File: src/rtl/mips_pkg.sv
// Shared MIPS core definitions: datapath widths, load-size encodings and writeback FSM states.
package mips_pkg;

   localparam int unsigned DW   = 32;
   localparam int unsigned AW   = 5;
   localparam int unsigned CNTW = 16;

   localparam logic [1:0] LDSIZE_WORD = 2'b00;
   localparam logic [1:0] LDSIZE_HALF = 2'b01;
   localparam logic [1:0] LDSIZE_BYTE = 2'b10;

   typedef enum logic [1:0] {
      StEmpty = 2'b00,
      StWrite = 2'b01,
      StHeld  = 2'b10
   } wb_state_e;

endpackage

File: src/rtl/wb_load_align.sv
// Big-endian load lane select, sign/zero extension and misalignment detection.
module wb_load_align
   import mips_pkg::*;
#(
   parameter int unsigned DataW = DW
) (
   input  logic             memtoreg,
   input  logic [1:0]       ldsize,
   input  logic             ldsigned,
   input  logic [1:0]       addr,
   input  logic [DataW-1:0] aluresult,
   input  logic [DataW-1:0] memdata,
   output logic [DataW-1:0] data,
   output logic             misaligned
);

   logic [7:0]  byte_v;
   logic [15:0] half_v;

   always_comb begin
      byte_v     = '0;
      half_v     = '0;
      data       = aluresult;
      misaligned = 1'b0;

      // Byte lane 0 is the most significant byte.
      case (addr)
         2'd0:    byte_v = memdata[DataW-1  -: 8];
         2'd1:    byte_v = memdata[DataW-9  -: 8];
         2'd2:    byte_v = memdata[DataW-17 -: 8];
         default: byte_v = memdata[DataW-25 -: 8];
      endcase
      half_v = addr[1] ? memdata[DataW-17 -: 16] : memdata[DataW-1 -: 16];

      if (memtoreg) begin
         case (ldsize)
            LDSIZE_HALF: begin
               data       = {{(DataW-16){ldsigned & half_v[15]}}, half_v};
               misaligned = addr[0];
            end
            LDSIZE_BYTE: begin
               data = {{(DataW-8){ldsigned & byte_v[7]}}, byte_v};
            end
            default: begin
               data       = memdata;
               misaligned = (addr != 2'b00);
            end
         endcase
      end
   end

endmodule

File: src/rtl/wb_stage.sv
// MEM/WB pipeline register and regfile writeback formatter.
// Optional WB_BYPASS_EN adds a combinational forwarding copy of the pending write.
module wb_stage
   import mips_pkg::*;
#(
   parameter int unsigned DataW = DW,
   parameter int unsigned AddrW = AW,
   parameter int unsigned CntW  = CNTW
) (
   input  logic             clk,
   input  logic             rst_n,
   input  logic             in_valid,
   output logic             in_ready,
   input  logic             in_regwrite,
   input  logic             in_memtoreg,
   input  logic [1:0]       in_ldsize,
   input  logic             in_ldsigned,
   input  logic [AddrW-1:0] in_dst,
   input  logic [DataW-1:0] in_aluresult,
   input  logic [DataW-1:0] in_memdata,
   input  logic             stall,
   input  logic             flush,
   output logic [AddrW-1:0] a3,
   output logic [DataW-1:0] wr,
   output logic             wrenable,
   output logic             misalign_err,
`ifdef WB_BYPASS_EN
   output logic             byp_valid,
   output logic [AddrW-1:0] byp_dst,
   output logic [DataW-1:0] byp_data,
`endif
   output logic [CntW-1:0]  retired_cnt
);

   wb_state_e        state_q, state_d;
   logic [AddrW-1:0] dst_q, dst_d;
   logic [DataW-1:0] data_q, data_d;
   logic             wen_q, wen_d;
   logic             mis_q, mis_d;
   logic [CntW-1:0]  cnt_q, cnt_d;

   logic             accept;
   logic [DataW-1:0] ld_data;
   logic             ld_mis;

   wb_load_align #(
      .DataW (DataW)
   ) u_load_align (
      .memtoreg   (in_memtoreg),
      .ldsize     (in_ldsize),
      .ldsigned   (in_ldsigned),
      .addr       (in_aluresult[1:0]),
      .aluresult  (in_aluresult),
      .memdata    (in_memdata),
      .data       (ld_data),
      .misaligned (ld_mis)
   );

   assign in_ready = ~stall;
   assign accept   = in_valid & ~stall & ~flush;

   // Strobes only fire in WRITE, so a stalled entry is written exactly once.
   assign wrenable     = (state_q == StWrite) & wen_q;
   assign misalign_err = (state_q == StWrite) & mis_q;
   assign a3           = dst_q;
   assign wr           = data_q;
   assign retired_cnt  = cnt_q;

`ifdef WB_BYPASS_EN
   assign byp_valid = ((state_q == StWrite) | (state_q == StHeld)) & wen_q;
   assign byp_dst   = dst_q;
   assign byp_data  = data_q;
`endif

   always_comb begin
      state_d = state_q;
      dst_d   = dst_q;
      data_d  = data_q;
      wen_d   = wen_q;
      mis_d   = mis_q;
      cnt_d   = cnt_q + CntW'(wrenable);

      if (flush) begin
         state_d = StEmpty;
      end else if (stall) begin
         if (state_q != StEmpty) state_d = StHeld;
      end else if (in_valid) begin
         state_d = StWrite;
      end else begin
         state_d = StEmpty;
      end

      if (accept) begin
         dst_d  = in_dst;
         data_d = ld_data;
         wen_d  = in_regwrite & (in_dst != '0) & ~ld_mis;
         mis_d  = ld_mis;
      end
   end

   always_ff @(posedge clk or negedge rst_n) begin
      if (!rst_n) begin
         state_q <= StEmpty;
         dst_q   <= '0;
         data_q  <= '0;
         wen_q   <= 1'b0;
         mis_q   <= 1'b0;
         cnt_q   <= '0;
      end else begin
         state_q <= state_d;
         dst_q   <= dst_d;
         data_q  <= data_d;
         wen_q   <= wen_d;
         mis_q   <= mis_d;
         cnt_q   <= cnt_d;
      end
   end

endmodule

File: config.mk
export PLATFORM = sky130hd
export DESIGN_NAME = wb_stage
export DESIGN_NICKNAME = d
export VERILOG_FILES = /design/src/rtl/mips_pkg.sv /design/src/rtl/wb_load_align.sv /design/src/rtl/wb_stage.sv
export SDC_FILE = /design/constraint.sdc
export NUM_CORES = 1
export LEC_CHECK = 0
export ABC_AREA = 1
export CAP_MARGIN = 10
export CORE_UTILIZATION = 44
export CTS_CLUSTER_SIZE = 12
export DETAILED_ROUTE_END_ITERATION = 16
export PLACE_DENSITY = 0.8
export SETUP_SLACK_MARGIN = 0.15
export SYNTH_ARGS = -nofsm -noshare
export SYNTH_HDL_FRONTEND = slang
export SYNTH_SLANG_ARGS = --single-unit
File: constraint.sdc
create_clock -name clk -period 2.1 [get_ports clk]
set_input_delay 0.42 -clock clk [delete_from_list [all_inputs] [get_ports clk]]
set_output_delay 0.42 -clock clk [all_outputs]
set_load 0.02 [all_outputs]
== Word level (Yosys, flattened, before mapping) ==
Index checks and enable logic that the tools add are counted.
Word-level totals
  register bits after elaboration: 57
  bits of input ports: 79
  output and inout bits: 56
Cells by class
  $add $sub $neg: 1
  eq/ne operators: 6
  multiplexer cells: 10
  bitwise gates (word level): 11
  reduce and logical (&&, ||, !) cells: 4
Operators by type and width (count)
  32-bit case mux with 2 select lines: 1
  32-bit 2-to-1 mux: 1
  8-bit case mux with 3 select lines: 1
  16-bit by 1-bit adder with 16-bit output: 1
  16-bit 2-to-1 mux: 1
  1-bit bitwise AND: 8
  2-bit by 1-bit == test with 1-bit output, second input constant: 3
  2-bit 2-to-1 mux: 3
  5-bit nonzero test: 1
  2-bit == test, second input constant: 2
  2-bit nonzero test: 2
  3-bit by 1-bit != test with 1-bit output, second input constant: 1
  1-bit inverter: 3
  2-bit logical NOT: 1
  1-bit 2-to-1 mux: 2
  1-bit case mux with 2 select lines: 1

== Depth between registers and ports, before layout ==
Gate-level depths: netlist of the first run.
  word-level depth: 5
  depth in mapped cells: 11
  gate-level depth less buffers: 10

== Cells and area by module ==
From an unflattened synthesis of the first run, not the netlist that was laid out.
Second synthesis, totals
  cell total of the unflattened synthesis: 504
  area total of the unflattened synthesis: 3493.4 um^2
By module, submodules not included
  wb_stage: times used 1, cells each 264, area each 2381.0 um^2, seq. area each 1426.4 um^2
  wb_load_align: times used 1, cells each 240, area each 1112.3 um^2, seq. area each 0.0 um^2

== Least setup slack after synthesis of the first run ==
Ideal clock, no wire load.
  kind: register to register
  start point: reg state_q[1]
  end point: reg cnt_q[12], in the netlist retired_cnt[12]
  library setup time: 80 ps
  arrival time: 2041 ps
  setup slack: -20 ps
  cell stages (with the launch flop): 7
  path through: dfrtp_1 > nor3_1 > ha_1 > ha_1 > nand3_1 > nor4_1 > xor2_1
On the way
  longest elaborated chain between the ends: 3
RTL lines
  start, declared: line wb_stage.sv:35  | wb_state_e state_q, state_d;
  start signal, assigned: line wb_stage.sv:103  | state_q <= StEmpty;
  start signal, assigned: line wb_stage.sv:110  | state_q <= state_d;
  2-bit by 1-bit == test with 1-bit output: line wb_stage.sv:63  | assign wrenable = (state_q == StWrite) & wen_q;
  1-bit bitwise AND: line wb_stage.sv:63
  net wrenable: line wb_stage.sv:25  | output logic wrenable,
  16-bit by 1-bit adder with 16-bit output: line wb_stage.sv:81  | cnt_d = cnt_q + CntW'(wrenable);
  net cnt_d[12]: line wb_stage.sv:40  | logic [CntW-1:0] cnt_q, cnt_d;
  end signal, assigned: line wb_stage.sv:115  | cnt_q <= cnt_d;
  end, declared: line wb_stage.sv:40
The timed path passes the listed nets, and every way through them passes these cells.
A chain may end at the register's enable or synchronous reset.

== Worst setup path in the final report of the first run ==
  start point: reg state_q[1]
  end point: out misalign_err
On the way
  longest elaborated chain between the ends: 2
RTL lines
  2-bit by 1-bit == test with 1-bit output: line wb_stage.sv:64  | assign misalign_err = (state_q == StWrite) & mis_q;
  1-bit bitwise AND: line wb_stage.sv:64
  end, declared: line wb_stage.sv:26  | output logic misalign_err,
No other way between the ends.

==> results of run 1 <==
[report_power, final]
part / switching (uW) / total, uW / internal (uW)
combinational: 620 / 1220 / 603
clock: 444 / 1160 / 718
sequential: 109 / 1380 / 1270
total: 1170 / 3760 / 2590
[worst paths after layout]
check | startpoint | to | slack [ns] | cells after the start
worst max-delay path | state_q[1] | misalign_err | 0.26 | 2
max in group asynchronous | rst_n | wr[9] | 1.45 | 2
worst min-delay path | rst_n | a3[0] | 0.07 | 1
worst min register to register | retired_cnt[15] | retired_cnt[15] | 0.47 | 1
min in group clk | retired_cnt[15] | retired_cnt[15] | 0.47 | 1
worst max register to register | state_q[1] | retired_cnt[13] | 0.34 | 8
[cells by family (layout without fill, tap and decap cells)]
kind of cell             Yosys count  after routing
flip-flops                        57             57
adder cells (fa/ha/maj)            4              4
buffers and inverters             70            209
AO/OA/AOI/OAI                     81             81
XOR/XNOR                          14             14
AND/OR/NAND/NOR                  266            266
[stage by stage]
stage	power (uW)	cell area [um2]	setup slack, ns
floorplan	1960	3390	0.201
global placement	2590	4910	0.0849
detailed placement	2610	4910	-0.0135
CTS	3770	5130	0.162
global route	3930	5140	0.172
finish	3760	5140	0.261
[final cells by class]
type,count,area [um2]
Fill cell,595,2190
Clock buffer,11,151
Tap cell,99,124
Sequential cell,57,1430
Inverter,46,173
Clock inverter,3,65.1
Timing Repair Buffer,149,1500
Multi-Input combinational cell,365,1700
[synth_stat cells (5+ instances only)]
library cell,instances
sky130_fd_sc_hd__o21ai_0,15
sky130_fd_sc_hd__xor2_1,10
sky130_fd_sc_hd__clkbuf_1,17
sky130_fd_sc_hd__nor2_1,59
sky130_fd_sc_hd__nand2_1,169
sky130_fd_sc_hd__nand3_1,7
sky130_fd_sc_hd__buf_2,5
sky130_fd_sc_hd__nor3_1,5
sky130_fd_sc_hd__dfrtp_1,57
sky130_fd_sc_hd__inv_1,44
sky130_fd_sc_hd__or2_2,16
sky130_fd_sc_hd__nand4_1,6
sky130_fd_sc_hd__a21oi_1,61
[sequential cells by signal, indices dropped and copies added (netlist names)]
register and cells:
a3 5, mis_q 1, retired_cnt 16, state_q 2, wen_q 1, wr 32
[worst register-to-register path, stage by stage (launching register included)]
cell	delay, ns
sky130_fd_sc_hd__dfrtp_1	0.40
sky130_fd_sc_hd__nor3_2	0.23
sky130_fd_sc_hd__ha_1	0.22
sky130_fd_sc_hd__nand3_1	0.14
sky130_fd_sc_hd__inv_1	0.12
sky130_fd_sc_hd__nand2_1	0.11
sky130_fd_sc_hd__nor2_1	0.20
sky130_fd_sc_hd__nand2_1	0.09
sky130_fd_sc_hd__xor2_1	0.14
[routing by layer]
metal | part of all wire, % | track usage, % | up-vias
met4 | 2.3 | 8.74 | 0
met1 | 42 | 32.9 | 1717
li1 | - | - | 1801
met3 | 8.1 | 7.78 | 27
met5 | 0 | 0 | -
met2 | 48 | 45.3 | 179
[placed cells by master, fill, tap and decap left out, types with 6 or more instances in the layout]
cell,synthesis,final
sky130_fd_sc_hd__a21oi_1,61,61
sky130_fd_sc_hd__buf_4,2,11
sky130_fd_sc_hd__clkbuf_8,0,11
sky130_fd_sc_hd__clkdlybuf4s50_1,0,130
sky130_fd_sc_hd__dfrtp_1,57,57
sky130_fd_sc_hd__inv_1,44,44
sky130_fd_sc_hd__nand2_1,169,169
sky130_fd_sc_hd__nand3_1,7,6
sky130_fd_sc_hd__nand4_1,6,6
sky130_fd_sc_hd__nor2_1,59,59
sky130_fd_sc_hd__o21ai_0,15,15
sky130_fd_sc_hd__or2_2,16,16
sky130_fd_sc_hd__xor2_1,10,10
[what timing repair did]
action                                  4_1_cts  5_1_grt
hold buffers                                  0        0
endpoints found under the setup margin        2        2
gates resized for setup                       2        2
buffers inserted                              0        0
==> report_table.html, run 1 <==
<table>
<tr><th>Metric</th><th>Value</th></tr>
<tr><th colspan="2">Run status</th></tr>
<tr><td>Result of the run</td><td>finished, final reports clean</td></tr>
<tr><th colspan="2">Final layout</th></tr>
<tr><td>Fin nets</td><td>711</td></tr>
<tr><td>Core utilization of the finished layout</td><td>70.1%</td></tr>
<tr><td>Antenna Diode Count</td><td>0</td></tr>
<tr><td>Area Growth Syn to Fin</td><td>51.7%</td></tr>
<tr><td>Share of post-route cells with drive strength above 1</td><td>8.24%</td></tr>
<tr><td>Final Instance Count excl. Fillers</td><td>730</td></tr>
<tr><th colspan="2">Routing</th></tr>
<tr><td>Average wire per cell in the routed design</td><td>around 14 um</td></tr>
<tr><td>Number of DRC violations after detailed routing</td><td>0</td></tr>
<tr><td>Via density per instance</td><td>between 5 and 6</td></tr>
<tr><td>Detailed-router iteration count before antenna repair</td><td>4</td></tr>
<tr><td>Number of nets still failing antenna checks after routing</td><td>0</td></tr>
<tr><td>Routed vias</td><td>3724</td></tr>
<tr><td>Number of DRC markers after the initial detailed-route iteration</td><td>around 210</td></tr>
<tr><td>Final routed wirelength across all metal layers</td><td>10500 um</td></tr>
<tr><th colspan="2">Setup path</th></tr>
<tr><td>Crit end category</td><td>output port</td></tr>
<tr><td>Family with the most delay on the worst path</td><td>flip-flops</td></tr>
<tr><td>Endpoint arrival time on the critical path</td><td>1.42 ns</td></tr>
<tr><td>Start-to-end type of the worst setup path</td><td>reg2out</td></tr>
<tr><td>Count of buffering cells on the critical path with inverters included</td><td>1</td></tr>
<tr><td>Critical Path Start Type</td><td>flip-flop</td></tr>
<tr><td>Critical-path cell with the highest stage delay</td><td>sky130_fd_sc_hd__dfrtp_1</td></tr>
<tr><td>CP max stage delay</td><td>0.40 ns</td></tr>
<tr><td>Maximum net fanout on the critical path</td><td>3</td></tr>
<tr><td>Cells along the critical path</td><td>nor3b_1, dlygate4sd2_1</td></tr>
<tr><td>Required arrival time at the worst endpoint</td><td>1.68 ns</td></tr>
<tr><th colspan="2">Yosys</th></tr>
<tr><td>Proportion of register bits with asynchronous set or reset after synthesis</td><td>100%</td></tr>
<tr><td>Dominant combinational cell family by area after synthesis</td><td>simple AND/OR/NAND/NOR gates</td></tr>
<tr><td>Share of the synthesized area in compound gates (AO/OA/AOI/OAI)</td><td>12.7%</td></tr>
<tr><td>Synth Warn #</td><td>0</td></tr>
<tr><td>Sequential share of the synthesized area</td><td>42.1%</td></tr>
<tr><td>Cell count after synthesis</td><td>slightly below 500</td></tr>
<tr><td>Synth area leader</td><td>sky130_fd_sc_hd__dfrtp_1</td></tr>
<tr><td>Netlist area before placement</td><td>0.00339 mm2</td></tr>
<tr><td>Post-synthesis average cell area</td><td>6.88 um2</td></tr>
<tr><td>Adder-Cell Fraction of Synth Area</td><td>under 10%</td></tr>
<tr><td>Dominant synthesized flop cell</td><td>sky130_fd_sc_hd__dfrtp_1</td></tr>
<tr><td>Fraction of the mapped netlist area in simple logic gates</td><td>between 30% and 40%</td></tr>
<tr><td>Post-synthesis xor/xnor area fraction</td><td>under 10%</td></tr>
<tr><td>Netlist cell types</td><td>27</td></tr>
<tr><td>Syn nets</td><td>575</td></tr>
<tr><td>EDFF count, synth</td><td>0</td></tr>
<tr><td>Number of synthesized register bits</td><td>57</td></tr>
<tr><td>Fraction of synthesized cell area taken by the top area cell type</td><td>a little over two fifths</td></tr>
<tr><td>Synth area leaders</td><td>sky130_fd_sc_hd__dfrtp_1 (42%), sky130_fd_sc_hd__nand2_1 (19%), sky130_fd_sc_hd__a21oi_1 (9.0%)</td></tr>
<tr><td>Fraction of synthesized area in multiplexers</td><td>0%</td></tr>
<tr><th colspan="2">Clock network</th></tr>
<tr><td>Clock Latency Late Sink</td><td>0.33 ns</td></tr>
<tr><td>TritonCTS clock tree</td><td>built</td></tr>
<tr><td>Root Buffer</td><td>sky130_fd_sc_hd__clkbuf_8</td></tr>
<tr><td>H-tree depth</td><td>3</td></tr>
<tr><td>Num CTS Buffers</td><td>9</td></tr>
<tr><td>CTS Buffer Depth</td><td>2</td></tr>
<tr><td>CTS Sinks</td><td>57</td></tr>
<tr><td>Clock edge transition at the registers on the reported setup and hold paths</td><td>0.06 ns</td></tr>
<tr><th colspan="2">Timing</th></tr>
<tr><td>Highest clock rate</td><td>approximately 0.54 GHz</td></tr>
<tr><td>Period Utilization, post-route</td><td>87.6%</td></tr>
<tr><td>Final critical path time including I/O delays and setup</td><td>1.84 ns</td></tr>
<tr><td>Post-Route Setup TNS</td><td>0 ns</td></tr>
<tr><td>Clock skew after layout</td><td>0.00295 ns</td></tr>
<tr><td>Transition time at the pin with the least slew margin</td><td>0.552 ns</td></tr>
<tr><td>RSZ-0062 raised after global routing</td><td>false</td></tr>
<tr><td>Relative slew slack</td><td>63.2%</td></tr>
<tr><td>Hold Fails Final Rpt</td><td>0</td></tr>
<tr><td># setup viols final</td><td>0</td></tr>
<tr><td>Number of pins with negative max-slew slack in the final report</td><td>0</td></tr>
<tr><td>Post-Route Hold Slack</td><td>0.0706 ns</td></tr>
<tr><th colspan="2">Power and ir drop</th></tr>
<tr><td>Pwr Density</td><td>732 mW/mm2</td></tr>
<tr><td>Pleak</td><td>0.00254 uW</td></tr>
<tr><td>Max IR drop VDD</td><td>roughly 0.00038 V</td></tr>
<tr><th colspan="2">Job</th></tr>
<tr><td>Reported max-cap violation count</td><td>0</td></tr>
<tr><th colspan="2">Floorplan</th></tr>
<tr><td>Row count</td><td>31</td></tr>
<tr><td>Die area</td><td>around 0.0080 mm2</td></tr>
<tr><td>Horizontal die dimension</td><td>89.7 um</td></tr>
<tr><td>I/O pin cnt</td><td>between 100 and 150</td></tr>
<tr><td>Standard cell core area</td><td>0.00733 mm2</td></tr>
<tr><td>Die span in y</td><td>89.7 um</td></tr>
<tr><td>Effective utilization at floorplan</td><td>46.2%</td></tr>
<tr><th colspan="2">GRT</th></tr>
<tr><td>Overflow left after global routing</td><td>0</td></tr>
<tr><td>Pin count of the biggest net entering global routing</td><td>between 40 and 50</td></tr>
<tr><td>Wire length of the first global-routing pass</td><td>17300 um</td></tr>
<tr><td>Number of antenna violations at the first check in global routing</td><td>0</td></tr>
<tr><td>Number of global-route vias before repair</td><td>3769</td></tr>
<tr><td>Overall global routing resource usage</td><td>26.8%</td></tr>
<tr><th colspan="2">Placed design</th></tr>
<tr><td>Port buffer count</td><td>134</td></tr>
<tr><td>Detail Placement HPWL</td><td>7790 um</td></tr>
<tr><td>Final RePlAce weighted congestion</td><td>0.983</td></tr>
<tr><td>Number of cells after detailed placement</td><td>716</td></tr>
<tr><th colspan="2">Worst hold path</th></tr>
<tr><td>Tightest Hold Check Type</td><td>in2async</td></tr>
</table>
(Power assumes the default switching activity.)
==> run 2: changes to the inputs <==
--- a/config.mk
+++ b/config.mk
@@ -5,12 +5,11 @@
 export SDC_FILE = /design/constraint.sdc
 export NUM_CORES = 1
 export LEC_CHECK = 0
-export ABC_AREA = 1
 export CAP_MARGIN = 10
-export CORE_UTILIZATION = 44
+export CORE_UTILIZATION = 42
 export CTS_CLUSTER_SIZE = 12
 export DETAILED_ROUTE_END_ITERATION = 16
-export PLACE_DENSITY = 0.8
+export PLACE_DENSITY = 0.79
 export SETUP_SLACK_MARGIN = 0.15
 export SYNTH_ARGS = -nofsm -noshare
 export SYNTH_HDL_FRONTEND = slang
==> report_table.html, run 2 <==
<table>
<tr><th>Metric</th><th>Value</th></tr>
<tr><th colspan="2">Floorplan</th></tr>
<tr><td>I/O pin cnt</td><td>135 (unchanged)</td></tr>
<tr><td>Die span in y</td><td>87.3 um (-2.7%)</td></tr>
<tr><td>Standard cell core area</td><td>0.00691 mm2 (-5.8%)</td></tr>
<tr><td>Effective utilization at floorplan</td><td>44.3% (-1.9 points)</td></tr>
<tr><td>Horizontal die dimension</td><td>87.3 um (-2.7%)</td></tr>
<tr><td>Row count</td><td>30 (-3.2%)</td></tr>
<tr><td>Die area</td><td>0.00762 mm2 (-5.3%)</td></tr>
<tr><th colspan="2">Yosys</th></tr>
<tr><td>Syn nets</td><td>418 (-27%)</td></tr>
<tr><td>Post-synthesis average cell area</td><td>9.12 um2 (+33%)</td></tr>
<tr><td>Netlist area before placement</td><td>0.00306 mm2 (-9.7%)</td></tr>
<tr><td>Cell count after synthesis</td><td>335 (-32%)</td></tr>
<tr><td>Sequential share of the synthesized area</td><td>46.7% (+4.5 points)</td></tr>
<tr><td>Synth area leaders</td><td>sky130_fd_sc_hd__dfrtp_1 (47%), sky130_fd_sc_hd__nor2_1 (6.3%), sky130_fd_sc_hd__a221oi_1 (5.2%)</td></tr>
<tr><td>Most instantiated library cell after synthesis</td><td>sky130_fd_sc_hd__dfrtp_1</td></tr>
<tr><td>Synth Warn #</td><td>0 (unchanged)</td></tr>
<tr><td>Number of synthesized register bits</td><td>57 (unchanged)</td></tr>
<tr><td>Netlist cell types</td><td>40 (+48%)</td></tr>
<tr><td>Synth area leader</td><td>sky130_fd_sc_hd__dfrtp_1</td></tr>
<tr><td>Fraction of synthesized cell area taken by the top area cell type</td><td>46.7% (+4.5 points)</td></tr>
<tr><td>Synth top cells by count</td><td>sky130_fd_sc_hd__dfrtp_1 (57), sky130_fd_sc_hd__nor2_1 (51), sky130_fd_sc_hd__nand2_1 (29)</td></tr>
<tr><td>EDFF count, synth</td><td>0 (unchanged)</td></tr>
<tr><td>Dominant synthesized flop cell</td><td>sky130_fd_sc_hd__dfrtp_1</td></tr>
<tr><td>Proportion of register bits with asynchronous set or reset after synthesis</td><td>100% (unchanged)</td></tr>
<tr><th colspan="2">Final layout</th></tr>
<tr><td>Area of all placed cells without fillers</td><td>0.00499 mm2 (-2.8%)</td></tr>
<tr><td>Top library cells by usage in the layout, fill and taps aside</td><td>sky130_fd_sc_hd__clkdlybuf4s50_1 (129), sky130_fd_sc_hd__dfrtp_1 (57), sky130_fd_sc_hd__nor2_1 (50)</td></tr>
<tr><td>Antenna Diode Count</td><td>0 (unchanged)</td></tr>
<tr><td>Fin nets</td><td>573 (-19%)</td></tr>
<tr><td>Area Growth Syn to Fin</td><td>63.3%</td></tr>
<tr><td>Core utilization of the finished layout</td><td>72.3% (+2.2 points)</td></tr>
<tr><td>Number of flip-flops under the largest register name</td><td>32 (unchanged)</td></tr>
<tr><td>Most common library cell in the layout ignoring fill and taps</td><td>sky130_fd_sc_hd__clkdlybuf4s50_1</td></tr>
<tr><td>Share of post-route cells with drive strength above 1</td><td>11.5% (+3.3 points)</td></tr>
<tr><th colspan="2">Power and ir drop</th></tr>
<tr><td>Max IR drop VDD</td><td>0.000409 V (+8.9%)</td></tr>
<tr><td>Pwr Density</td><td>748 mW/mm2 (+2.2%)</td></tr>
<tr><td>Internal power of the cells</td><td>2580 uW (-0.16%)</td></tr>
<tr><td>Pleak</td><td>0.00215 uW (-15%)</td></tr>
<tr><td>Pwr Total</td><td>3730 uW (-0.67%)</td></tr>
<tr><td>Relative contribution of combinational cells to total power</td><td>31.2% (-1.3 points)</td></tr>
<tr><td>Share of total power in the clock network</td><td>31.7% (+0.8 points)</td></tr>
<tr><td>Net Switching</td><td>1150 uW (-1.8%)</td></tr>
<tr><td>Net switching share of the total power</td><td>30.8% (-0.36 points)</td></tr>
<tr><td>Portion of total power attributed to sequential cells</td><td>37.1% (+0.5 points)</td></tr>
<tr><th colspan="2">Placed design</th></tr>
<tr><td>Cell area after placement</td><td>0.00471 mm2 (-4.1%)</td></tr>
<tr><td>Final RePlAce weighted congestion</td><td>0.921 (-6.3%)</td></tr>
<tr><td>Port buffer count</td><td>134 (unchanged)</td></tr>
<tr><td>Detail Placement HPWL</td><td>7470 um (-4.0%)</td></tr>
<tr><th colspan="2">Setup path</th></tr>
<tr><td>Count of buffering cells on the critical path with inverters included</td><td>4 (+3)</td></tr>
<tr><td>Cells along the critical path</td><td>clkdlybuf4s50_1, inv_1, ha_1, buf_6, buf_4, a211o_1, a211oi_2, a21oi_1</td></tr>
<tr><td>Crit end category</td><td>flip-flop</td></tr>
<tr><td>CP max stage delay</td><td>0.48 ns (+0.08 ns)</td></tr>
<tr><td>Critical Path Start Type</td><td>primary input</td></tr>
<tr><td>Endpoint arrival time on the critical path</td><td>2.09 ns (+0.67 ns)</td></tr>
<tr><td>Family with the most delay on the worst path</td><td>buffers and inverters</td></tr>
<tr><td>Required arrival time at the worst endpoint</td><td>2.31 ns (+0.63 ns)</td></tr>
<tr><td>Start-to-end type of the worst setup path</td><td>in2reg</td></tr>
<tr><td>Maximum net fanout on the critical path</td><td>12 (+9)</td></tr>
<tr><td>Critical-path cell with the highest stage delay</td><td>sky130_fd_sc_hd__clkdlybuf4s50_1</td></tr>
<tr><th colspan="2">Routing</th></tr>
<tr><td>Number of nets still failing antenna checks after routing</td><td>0 (unchanged)</td></tr>
<tr><td>Final routed wirelength across all metal layers</td><td>10400 um (-0.35%)</td></tr>
<tr><td>Number of DRC markers after the initial detailed-route iteration</td><td>220 (+3.3%)</td></tr>
<tr><td>Routed vias</td><td>3381 (-9.2%)</td></tr>
<tr><td>Detailed-router iteration count before antenna repair</td><td>4 (unchanged)</td></tr>
<tr><td>Average wire per cell in the routed design</td><td>17.7 um (+23%)</td></tr>
<tr><td>Via density per instance</td><td>5.72 (+12%)</td></tr>
<tr><td>Number of DRC violations after detailed routing</td><td>0 (unchanged)</td></tr>
<tr><th colspan="2">GRT</th></tr>
<tr><td>Number of global-route vias before repair</td><td>3354 (-11%)</td></tr>
<tr><td>Number of antenna violations at the first check in global routing</td><td>0 (unchanged)</td></tr>
<tr><td>Overflow left after global routing</td><td>0 (unchanged)</td></tr>
<tr><td>Overall global routing resource usage</td><td>28.3% (+1.5 points)</td></tr>
<tr><td>Pin count of the biggest net entering global routing</td><td>37 (-23%)</td></tr>
<tr><td>Wire length of the first global-routing pass</td><td>16200 um (-6.4%)</td></tr>
<tr><th colspan="2">Timing</th></tr>
<tr><td>Clock skew after layout</td><td>0.00391 ns (+0.000958 ns)</td></tr>
<tr><td>RSZ-0062 raised after global routing</td><td>true</td></tr>
<tr><td>Final critical path time including I/O delays and setup</td><td>1.88 ns (+0.0403 ns)</td></tr>
<tr><td># setup viols final</td><td>0 (unchanged)</td></tr>
<tr><td>Highest clock rate</td><td>0.532 GHz (-2.1%)</td></tr>
<tr><td>Number of pins with negative max-slew slack in the final report</td><td>0 (unchanged)</td></tr>
<tr><td>Post-Route Hold Slack</td><td>0.0527 ns (-0.0178 ns)</td></tr>
<tr><td>Transition time at the pin with the least slew margin</td><td>0.520 ns (-0.0329 ns)</td></tr>
<tr><td>Relative slew slack</td><td>65.4% (+2.2 points)</td></tr>
<tr><td>Period Utilization, post-route</td><td>89.5% (+1.9 points)</td></tr>
<tr><td>Hold Fails Final Rpt</td><td>0 (unchanged)</td></tr>
<tr><th colspan="2">Run status</th></tr>
<tr><td>Result of the run</td><td>finished, final reports clean</td></tr>
<tr><th colspan="2">Clock network</th></tr>
<tr><td>Clock Latency Late Sink</td><td>0.34 ns (about the same)</td></tr>
<tr><td>CTS Buffer Depth</td><td>2 (unchanged)</td></tr>
<tr><td># Post-CTS Setup Buffers</td><td>0 (unchanged)</td></tr>
<tr><td>H-tree depth</td><td>3 (unchanged)</td></tr>
<tr><td>Root Buffer</td><td>sky130_fd_sc_hd__clkbuf_8</td></tr>
<tr><td>Clock edge transition at the registers on the reported setup and hold paths</td><td>0.07 ns (about the same)</td></tr>
<tr><td>Hold-fix buffer count after cts</td><td>0 (unchanged)</td></tr>
<tr><td>CTS Sinks</td><td>57 (unchanged)</td></tr>
<tr><td>Num CTS Buffers</td><td>9 (unchanged)</td></tr>
<tr><td>TritonCTS clock tree</td><td>built</td></tr>
<tr><th colspan="2">Worst hold path</th></tr>
<tr><td>Tightest Hold Check Type</td><td>in2async</td></tr>
<tr><th colspan="2">Job</th></tr>
<tr><td>Reported max-cap violation count</td><td>0 (unchanged)</td></tr>
</table>
[run 2: cell count changes after synthesis, sizes merged, moves of 16 or more]
cell / change
nand2: -141
a21oi: -47
inv: -37
a221oi: +18
o22ai: +18
or2: -16
[run 2: final timing paths]
| check | start | endpoint | slack [ns] | cells past startpoint |
|---|---|---|---|---|
| max | in_ldsize[0] | wr[7] | 0.22 | 8 |
| min | rst_n | retired_cnt[15] | 0.05 | 1 |
| max reg2reg | state_q[1] | retired_cnt[12] | 0.30 | 6 |
| min reg2reg | retired_cnt[15] | retired_cnt[15] | 0.47 | 1 |
| max in group asynchronous | rst_n | wr[15] | 1.48 | 2 |
| min in group clk | retired_cnt[15] | retired_cnt[15] | 0.47 | 1 |
[run 2: repair_timing]
item / in CTS / in global routing
pin swaps: 0 / 1
cloned: 0 / 1
hold endpoints to repair: 0 / 0
endpoints found under the setup margin: 15 / 15
resized for setup: 3 / 6
[run 2: kinds of logic after synthesis]
logic type | synth area share [%]
buffers and inverters | 4.22
flip-flops | 46.7
AND/OR/NAND/NOR | 18.6
multiplexers | 4.09
XOR/XNOR | 4.01
AO/OA/AOI/OAI | 20.8
adder cells (fa/ha/maj) | 1.64
[run 2: per-layer routing]
metal | routed length [um] | track usage [%] | up-vias | part of all wire (%)
li1 | - | - | 1530 | -
met1 | 4230 | 36.7 | 1613 | 40
met2 | 5020 | 44.8 | 212 | 48
met3 | 950 | 7.87 | 26 | 9.1
met4 | 246 | 11.5 | 0 | 2.4
met5 | 0 | 0 | - | 0
[run 2: layout make-up]
type                    count  area, um2
fillers                   527       1920
repair buffers            166       1660
flip-flops and latches     57       1430
clock buffers              11        151
well taps                  96        120
inverters                   9       33.8
multi-input cells         247       1520
clock inverters             5       77.6
[run 2: power by group through the flow]
stage,logic [uW],clock network [uW],registers [uW]
finish,1160,1180,1390
global route,1240,1270,1410
CTS,1160,1190,1390
detailed placement,1140,0,1400
global placement,1130,0,1400
floorplan,294,0,1580
[run 2: through the flow]
step                instances  worst slack (ns)  TNS (ns)
CTS                       590             0.168         0
finish                    591             0.221         0
global route              591             0.149         0
global placement          574            -0.305     -5.01
detailed placement        574            -0.428     -6.36
floorplan                 335             0.293         0
